### src/rtl/sample_seq_ctrl_pkg.sv
// ============================================================================
// Module      : sample_seq_ctrl_pkg
// Description : Shared state encodings and constants for the sample sequencer.
// Revision    : 1.0 - initial release
// ============================================================================
`default_nettype none

package sample_seq_ctrl_pkg;

  localparam logic [2:0] c_ST_IDLE        = 3'd0;
  localparam logic [2:0] c_ST_LOAD        = 3'd1;
  localparam logic [2:0] c_ST_WAIT_ROM    = 3'd2;
  localparam logic [2:0] c_ST_CAPTURE     = 3'd3;
  localparam logic [2:0] c_ST_WAIT_PERIOD = 3'd4;
  localparam logic [2:0] c_ST_INCR        = 3'd5;
  localparam logic [2:0] c_ST_DONE        = 3'd6;

  // A programmed period of zero still spends one cycle in WAIT_PERIOD.
  localparam int c_PERIOD_MIN = 1;

endpackage

`default_nettype wire

### src/rtl/sample_seq_ctrl_period_timer.sv
// ============================================================================
// Module      : period_timer
// Description : Down-counter timing the WAIT_PERIOD interval of the sequencer.
// Revision    : 1.0 - initial release
// ============================================================================
`default_nettype none

module period_timer #(
  parameter int PERIOD_W = 16
) (
  input  logic                clk,
  input  logic                rst,
  input  logic                clear,
  input  logic                load,
  input  logic [PERIOD_W-1:0] load_val,
  input  logic                enable,
  output logic                expired
);

  logic [PERIOD_W-1:0] r_cnt;

  // Loaded with (cycles - 1) so expiry is seen in the last cycle of the wait.
  always_ff @(posedge clk) begin
    if (rst || clear) begin
      r_cnt <= '0;
    end else if (load) begin
      r_cnt <= load_val;
    end else if (enable && (r_cnt != '0)) begin
      r_cnt <= r_cnt - 1'b1;
    end
  end

  assign expired = (r_cnt == '0);

endmodule

`default_nettype wire

### src/rtl/sample_seq_ctrl.sv
// ============================================================================
// Module      : sample_seq_ctrl
// Description : Sample-sequencer controller stepping a ROM pointer through a
//               latched address window with capture strobes and period waits.
// Revision    : 1.0 - initial release
// ============================================================================
`default_nettype none

module sample_seq_ctrl
  import sample_seq_ctrl_pkg::*;
#(
  parameter int ADDR_W   = 8,
  parameter int PERIOD_W = 16,
  parameter int ROM_LAT  = 4
) (
  input  logic                clk,
  input  logic                reset,
  input  logic                start,
  input  logic [ADDR_W-1:0]   start_addr,
  input  logic [ADDR_W-1:0]   end_addr,
  input  logic [PERIOD_W-1:0] period,
  input  logic                loop_mode,
  input  logic                abort,
  output logic                busy,
  output logic [ADDR_W-1:0]   rom_addr,
  output logic                sample_capture,
  output logic                done
);

  localparam int         c_LAT_W      = (ROM_LAT > 0) ? $clog2(ROM_LAT + 1) : 1;
  localparam logic [c_LAT_W-1:0] c_LAT_LOAD = (ROM_LAT > 0) ? c_LAT_W'(ROM_LAT - 1) : '0;
  localparam logic [2:0] c_AFTER_LOAD = (ROM_LAT == 0) ? c_ST_CAPTURE : c_ST_WAIT_ROM;

  logic [2:0]          r_state;
  logic [2:0]          w_next;
  logic [ADDR_W-1:0]   r_start_addr;
  logic [ADDR_W-1:0]   r_end_addr;
  logic [PERIOD_W-1:0] r_period;
  logic                r_loop;
  logic                r_wrap;
  logic [ADDR_W-1:0]   r_rom_addr;
  logic [c_LAT_W-1:0]  r_lat_cnt;
  logic                w_accept;
  logic                w_abort;
  logic                w_period_exp;
  logic                w_at_end;
  logic [PERIOD_W-1:0] w_period_eff;

  assign w_accept     = (r_state == c_ST_IDLE) && start;
  assign w_abort      = (r_state != c_ST_IDLE) && abort;
  assign w_at_end     = (r_rom_addr == r_end_addr);
  assign w_period_eff = (period == '0) ? PERIOD_W'(c_PERIOD_MIN) : period;

  always_ff @(posedge clk) begin
    if (reset) begin
      r_state <= c_ST_IDLE;
    end else begin
      r_state <= w_next;
    end
  end

  always_comb begin
    w_next = r_state;
    case (r_state)
      c_ST_IDLE:        if (start) w_next = c_ST_LOAD;
      c_ST_LOAD:        w_next = c_AFTER_LOAD;
      c_ST_WAIT_ROM:    if (r_lat_cnt == '0) w_next = c_ST_CAPTURE;
      c_ST_CAPTURE:     w_next = c_ST_WAIT_PERIOD;
      c_ST_WAIT_PERIOD: begin
        if (w_period_exp) begin
          w_next = (!w_at_end || r_loop) ? c_ST_INCR : c_ST_DONE;
        end
      end
      c_ST_INCR:        w_next = c_AFTER_LOAD;
      c_ST_DONE:        w_next = c_ST_IDLE;
      default:          w_next = c_ST_IDLE;
    endcase
    if (w_abort) begin
      w_next = c_ST_IDLE;
    end
  end

  always_comb begin
    busy           = (r_state != c_ST_IDLE);
    sample_capture = (r_state == c_ST_CAPTURE);
    done           = (r_state == c_ST_DONE);
  end

  assign rom_addr = r_rom_addr;

  always_ff @(posedge clk) begin
    if (reset) begin
      r_start_addr <= '0;
      r_end_addr   <= '0;
      r_period     <= '0;
      r_loop       <= 1'b0;
    end else if (w_accept) begin
      r_start_addr <= start_addr;
      r_end_addr   <= end_addr;
      r_period     <= w_period_eff;
      r_loop       <= loop_mode;
    end
  end

  // The pointer only moves on accept and when INCR completes without abort.
  always_ff @(posedge clk) begin
    if (reset) begin
      r_rom_addr <= '0;
      r_wrap     <= 1'b0;
    end else begin
      if (w_accept) begin
        r_rom_addr <= start_addr;
        r_wrap     <= 1'b0;
      end else if ((r_state == c_ST_INCR) && !w_abort) begin
        r_rom_addr <= r_wrap ? r_start_addr : r_rom_addr + 1'b1;
      end
      if ((r_state == c_ST_WAIT_PERIOD) && w_period_exp) begin
        r_wrap <= w_at_end && r_loop;
      end
    end
  end

  always_ff @(posedge clk) begin
    if (reset) begin
      r_lat_cnt <= '0;
    end else if ((w_next == c_ST_WAIT_ROM) && (r_state != c_ST_WAIT_ROM)) begin
      r_lat_cnt <= c_LAT_LOAD;
    end else if ((r_state == c_ST_WAIT_ROM) && (r_lat_cnt != '0)) begin
      r_lat_cnt <= r_lat_cnt - 1'b1;
    end
  end

  period_timer #(
    .PERIOD_W (PERIOD_W)
  ) u_period_timer (
    .clk      (clk),
    .rst      (reset),
    .clear    (w_abort),
    .load     (r_state == c_ST_CAPTURE),
    .load_val (r_period - 1'b1),
    .enable   (r_state == c_ST_WAIT_PERIOD),
    .expired  (w_period_exp)
  );

endmodule

`default_nettype wire
### config.mk
export PLATFORM = sky130hd
export DESIGN_NAME = sample_seq_ctrl
export DESIGN_NICKNAME = d
export VERILOG_FILES = /design/src/rtl/sample_seq_ctrl_pkg.sv /design/src/rtl/sample_seq_ctrl_period_timer.sv /design/src/rtl/sample_seq_ctrl.sv
export SDC_FILE = /design/constraint.sdc
export NUM_CORES = 1
export LEC_CHECK = 0
export CORE_MARGIN = 4
export CORE_UTILIZATION = 55
export CTS_CLUSTER_SIZE = 8
export DETAILED_ROUTE_END_ITERATION = 10
export PLACE_DENSITY_LB_ADDON = 0.15
export SLEW_MARGIN = 15
export SYNTH_ARGS = -nofsm -noshare
export SYNTH_HDL_FRONTEND = slang
export SYNTH_HIERARCHICAL = 1
export SYNTH_SLANG_ARGS = --single-unit
### constraint.sdc
create_clock -name clk -period 3 [get_ports clk]
set_clock_uncertainty 0.15 [all_clocks]
set_input_delay 0.6 -clock clk [delete_from_list [all_inputs] [get_ports clk]]
set_output_delay 0.6 -clock clk [all_outputs]
set_load 0.05 [all_outputs]
-- After elaboration in Yosys (flattened, before gate mapping)
Index checks and enable logic that the tools add are counted.
- register bits after elaboration: 64
- bits of input ports: 37
- word-level logic and storage cells: 64
- $add $sub $neg: 4
- equal/unequal tests: 9
- multiplexer cells: 16
- reduce and logical (&&, ||, !) cells: 25
- operators by type and width (kind ; number):
    two-way mux 16 bit ; 3
    logical NOT 16 bit ; 2
    subtractor 16 x 1 -> 16 bit, second input constant ; 2
    two-way mux 8 bit ; 3
    nonzero test 16 bit ; 1
    case mux 3 bit (5 select lines) ; 1
    two-way mux 3 bit ; 4
    equality test 3 x 2 -> 1 bit, second input constant ; 3
    equality test 3 bit, second input constant ; 3
    adder 8 x 1 -> 8 bit, second input constant ; 1
    equality test 8 bit ; 1
    logical AND 1 bit ; 8
    nonzero test 2 bit ; 4
    logical NOT 3 bit ; 2
    two-way mux 2 bit ; 3
    nonzero test 3 bit ; 2
    OR reduction 2 bit ; 2
    equality test 3 x 1 -> 1 bit, second input constant ; 1
    != test 3 x 2 -> 1 bit, second input constant ; 1
    subtractor 3 x 1 -> 3 bit, second input constant ; 1
    logical NOT 1 bit ; 2
    logical OR 1 bit ; 2
    two-way mux 1 bit ; 2

-- Depth between registers and ports, before layout
- depth after elaboration: 10
- depth in mapped cells: 9

-- Modules after synthesis
The synthesis kept the hierarchy.
- by module, submodules not included (module ; times used ; cells an instance ; area an instance (um^2) ; seq. area each (um^2)):
    sample_seq_ctrl ; 1 ; 321 ; 2534.9 ; 960.9
    period_timer ; 1 ; 135 ; 1071.0 ; 320.3

-- Worst setup path before layout
No wires, ideal clock.
- path kind: register to output
- start: reg r_state[1]
- end: out done
- arrival time: 1.838 ns
- data required time: 2.250 ns
- setup slack: 0.412 ns
- stages on the path, launching flop included: 3
- path through: dfxtp_1 -> buf_1 -> nor3b_1
- word-level cells in the longest chain between the ends: 1
- ends and longest elaborated chain (what ; line ; text):
    start, declared ; sample_seq_ctrl.sv:34 ; logic [2:0] r_state;
    start signal, assigned ; sample_seq_ctrl.sv:56 ; r_state <= c_ST_IDLE;
    start signal, assigned ; sample_seq_ctrl.sv:58 ; r_state <= w_next;
    equality test 3 bit ; sample_seq_ctrl.sv:86 ; done = (r_state == c_ST_DONE);
    end, declared ; sample_seq_ctrl.sv:27 ; output logic done
No other way between the ends.

-- Final worst setup path
- start: reg r_state[2]
- end: out done
The elaborated chain is that of the path after synthesis.

==> results.cfg <==
[final_layout]
finalNetCount = 538
antenna_cells = 0
syn_to_final_growth_pct = 19.8
final_layout_size_suffix_gt1_share_pct = 9.20

[run_status]
outcome = complete, no violations

[synthesis]
synth_area_per_cell_sq_um = 7.91
yosysUniqueCellTypes = 63
synth_area_sq_um = 3610
ys_seq_area_share_pct = 35.5
syn_nets = 498
synth_edf_count = 0
ys_warn_count = 6
synthCells = 456
async_flop_share_pct = 0
ys.flop_type = dfxtp_1
ys_ff_latch = 64

[timing]
worst_pin_slew_ns = 0.642
hold_viol = 0
setup_tns_ns = 0
report.final.slew_viol_count = 0
setup_ws_ns = 0.228
rsz0062_at_grt = no
fin_crit_sh_pct = 92.4
max_freq_mhz = 361
fin_crit_ns = 2.77
finalSetupViolations = 0
slew_headroom_pct = 56.6
hold_slack_ns = 0.305

[placed_design]
dp_hpwl_um = 6180
dp_slack_ns = 0.494
io_buffers = 47
routabilityCongestion = 0.968

[power]
p_int_mw = 1.54
clock_power_share_pct = 35.3
power_density_nw_per_um2 = 504
vdd_ir_drop_max_mv = 0.373
netSwitchingFraction_pct = 29.4
p_comb_share_pct = 20.8
seq_power_share_pct = 44.0
net-switching-power_mw = 0.641
finalPower_mw = 2.18
p_leak_nw = 1.65

[detailed_routing]
drt-total-wl_um = 8750
avgRoutedWirePerCell_um = 15.2
ant_nets = 0
drc = 0
dr.first_iter.drc_count = 233
viasPerCell = 6.01
first_pass_iters = 4
vias = 3465

[clock_tree]
cts_sinks = 64
clock_latency_ns = 0.34
cts_setup_buffers = 0
cts_root_buf = clkbuf_8
cts_hold_buf = 0
numCtsBuffers = 9
cts_tree = yes
clk_path_buf_depth = 2
path_clk_slew_ns = 0.07
htree_num_levels = 3
cts_resized = 0

[grt]
grt_max_degree = 40
grt_pass1_vias = 3110
antenna_found_initial = 0
grt_pass1_wl_um = 14800
grt_use_total_pct = 23.6
grt-ovfl-total = 0

[critical_path]
max_stage_delay_ns = 0.83
critPathLaunchType = register
cp_max_fo = 9
required_ns = 2.25
cp.arrival_ns = 2.02
cp-end-kind = primary output
cp_slowest_cell = clkdlybuf4s50_1
path_cells = inv_1 -> nor3b_1 -> clkdlybuf4s50_1
criticalPathCategory = reg -> out

[die]
dieWidth_um = 89.0
rows = 29
initial_core_util_pct = 56.8
ios = 48
die_h_um = 89.0
dieArea_sq_um = 7920
coreArea_sq_um = 6350

[flow_run]
cap_violations = 0

[worst_hold_path]
hold_class = reg -> reg
## worst max-delay path, delay by kind of cell, from the launching register on
| family | cells | cell delay, ns |
|---|---|---|
| buffers and inverters | 2 | 0.98 |
| DFF | 1 | 0.49 |
| and+or+nand+nor | 1 | 0.22 |
## stage by stage
stage	instance area [sq um]	std cells	utilization, %
floorplan	3610	456	-
global placement	4120	562	64.8
detailed placement	4120	562	64.8
CTS	4320	577	68.0
global route	4320	577	68.0
finish	4320	577	68.0
## cells in the mapped netlist (3+ instances only)
cell / n / area (sq um)
nand2_1: 88 / 330
dfxtp_1: 64 / 1280
a21oi_1: 51 / 255
nor2_1: 27 / 101
xor2_1: 17 / 149
inv_1: 16 / 60.1
clkbuf_1: 15 / 56.3
nand3_1: 15 / 75.1
nor3_1: 15 / 75.1
o21ai_0: 15 / 75.1
xnor2_1: 9 / 78.8
buf_2: 7 / 35.0
nand2b_1: 7 / 43.8
nand4_1: 7 / 43.8
or3_1: 6 / 37.5
a31oi_1: 5 / 31.3
and3_1: 5 / 31.3
ha_1: 5 / 62.6
nor4_1: 5 / 31.3
a311oi_1: 4 / 35.0
o211ai_1: 4 / 30.0
a211o_1: 3 / 26.3
a32o_1: 3 / 30.0
buf_6: 3 / 33.8
mux2i_1: 3 / 30.0
nand3b_1: 3 / 22.5
nand4b_1: 3 / 26.3
nor4_2: 3 / 37.5
o41ai_1: 3 / 26.3
## layout by cell type, fill, tap and decap left out, drive strengths merged, types with 10 or more instances in the layout
cell type	Yosys	final
nand2	88	88
dfxtp	64	64
a21oi	52	52
clkdlybuf4s50	0	45
nor2	27	27
xor2	17	17
inv	16	16
nand3	15	15
nor3	15	15
o21ai	15	15
clkbuf	15	12
buf	11	10
nor4	10	10
## per-layer routing
layer / GRT usage [%] / share of wire, %
met2: 35.6 / 44
met5: 0 / 0
met3: 4.70 / 6.8
met1: 34.3 / 48
met4: 6.77 / 1.1
## flip-flops by register name (all words and copies together) (netlist names)
name                  cells
r_period                 16
u_period_timer/r_cnt     16
r_end_addr                8
r_start_addr              8
rom_addr                  8
r_lat_cnt                 3
r_state                   3
r_loop                    1
r_wrap                    1
## power by group through the flow
stage	registers (mW)	clock network, mW	logic [mW]
finish	0.958	0.769	0.452
global route	0.967	0.823	0.501
CTS	0.957	0.778	0.452
detailed placement	0.976	0	0.449
global placement	0.974	0	0.438
floorplan	0.993	0	0.286
## worst paths after layout
check / depth (start not counted) / start / slack (ns) / end
worst max register to register: 6 / u_period_timer/r_cnt[7] / 0.58 / r_state[1]
worst min register to register: 2 / r_start_addr[3] / 0.31 / r_start_addr[3]
worst max-delay path: 3 / r_state[2] / 0.23 / done
worst min-delay path: 2 / r_start_addr[3] / 0.31 / r_start_addr[3]
## cell families (layout without fill, tap and decap cells)
| kind of cell | after synthesis | in the layout | share of synthesized area [%] |
|---|---|---|---|
| and+or+nand+nor | 203 | 203 | 29.3 |
| AOI/OAI and AO/OA | 112 | 112 | 20.8 |
| DFF | 64 | 64 | 35.5 |
| buffers and inverters | 42 | 86 | 5.24 |
| xor gates and xnor gates | 26 | 26 | 6.32 |
| adders and majority gates | 5 | 5 | 1.73 |
| muxes | 4 | 4 | 1.15 |
## layout make-up
cell class              count  area, sq um
fillers                   568         2030
inverters                  16         60.1
clock inverters             3         40.0
multi-input cells         350         2140
repair buffers             55          536
flip-flops and latches     64         1280
clock buffers              12          165
well taps                  77         96.3
Note: power is estimated with default switching activity, not from simulation.
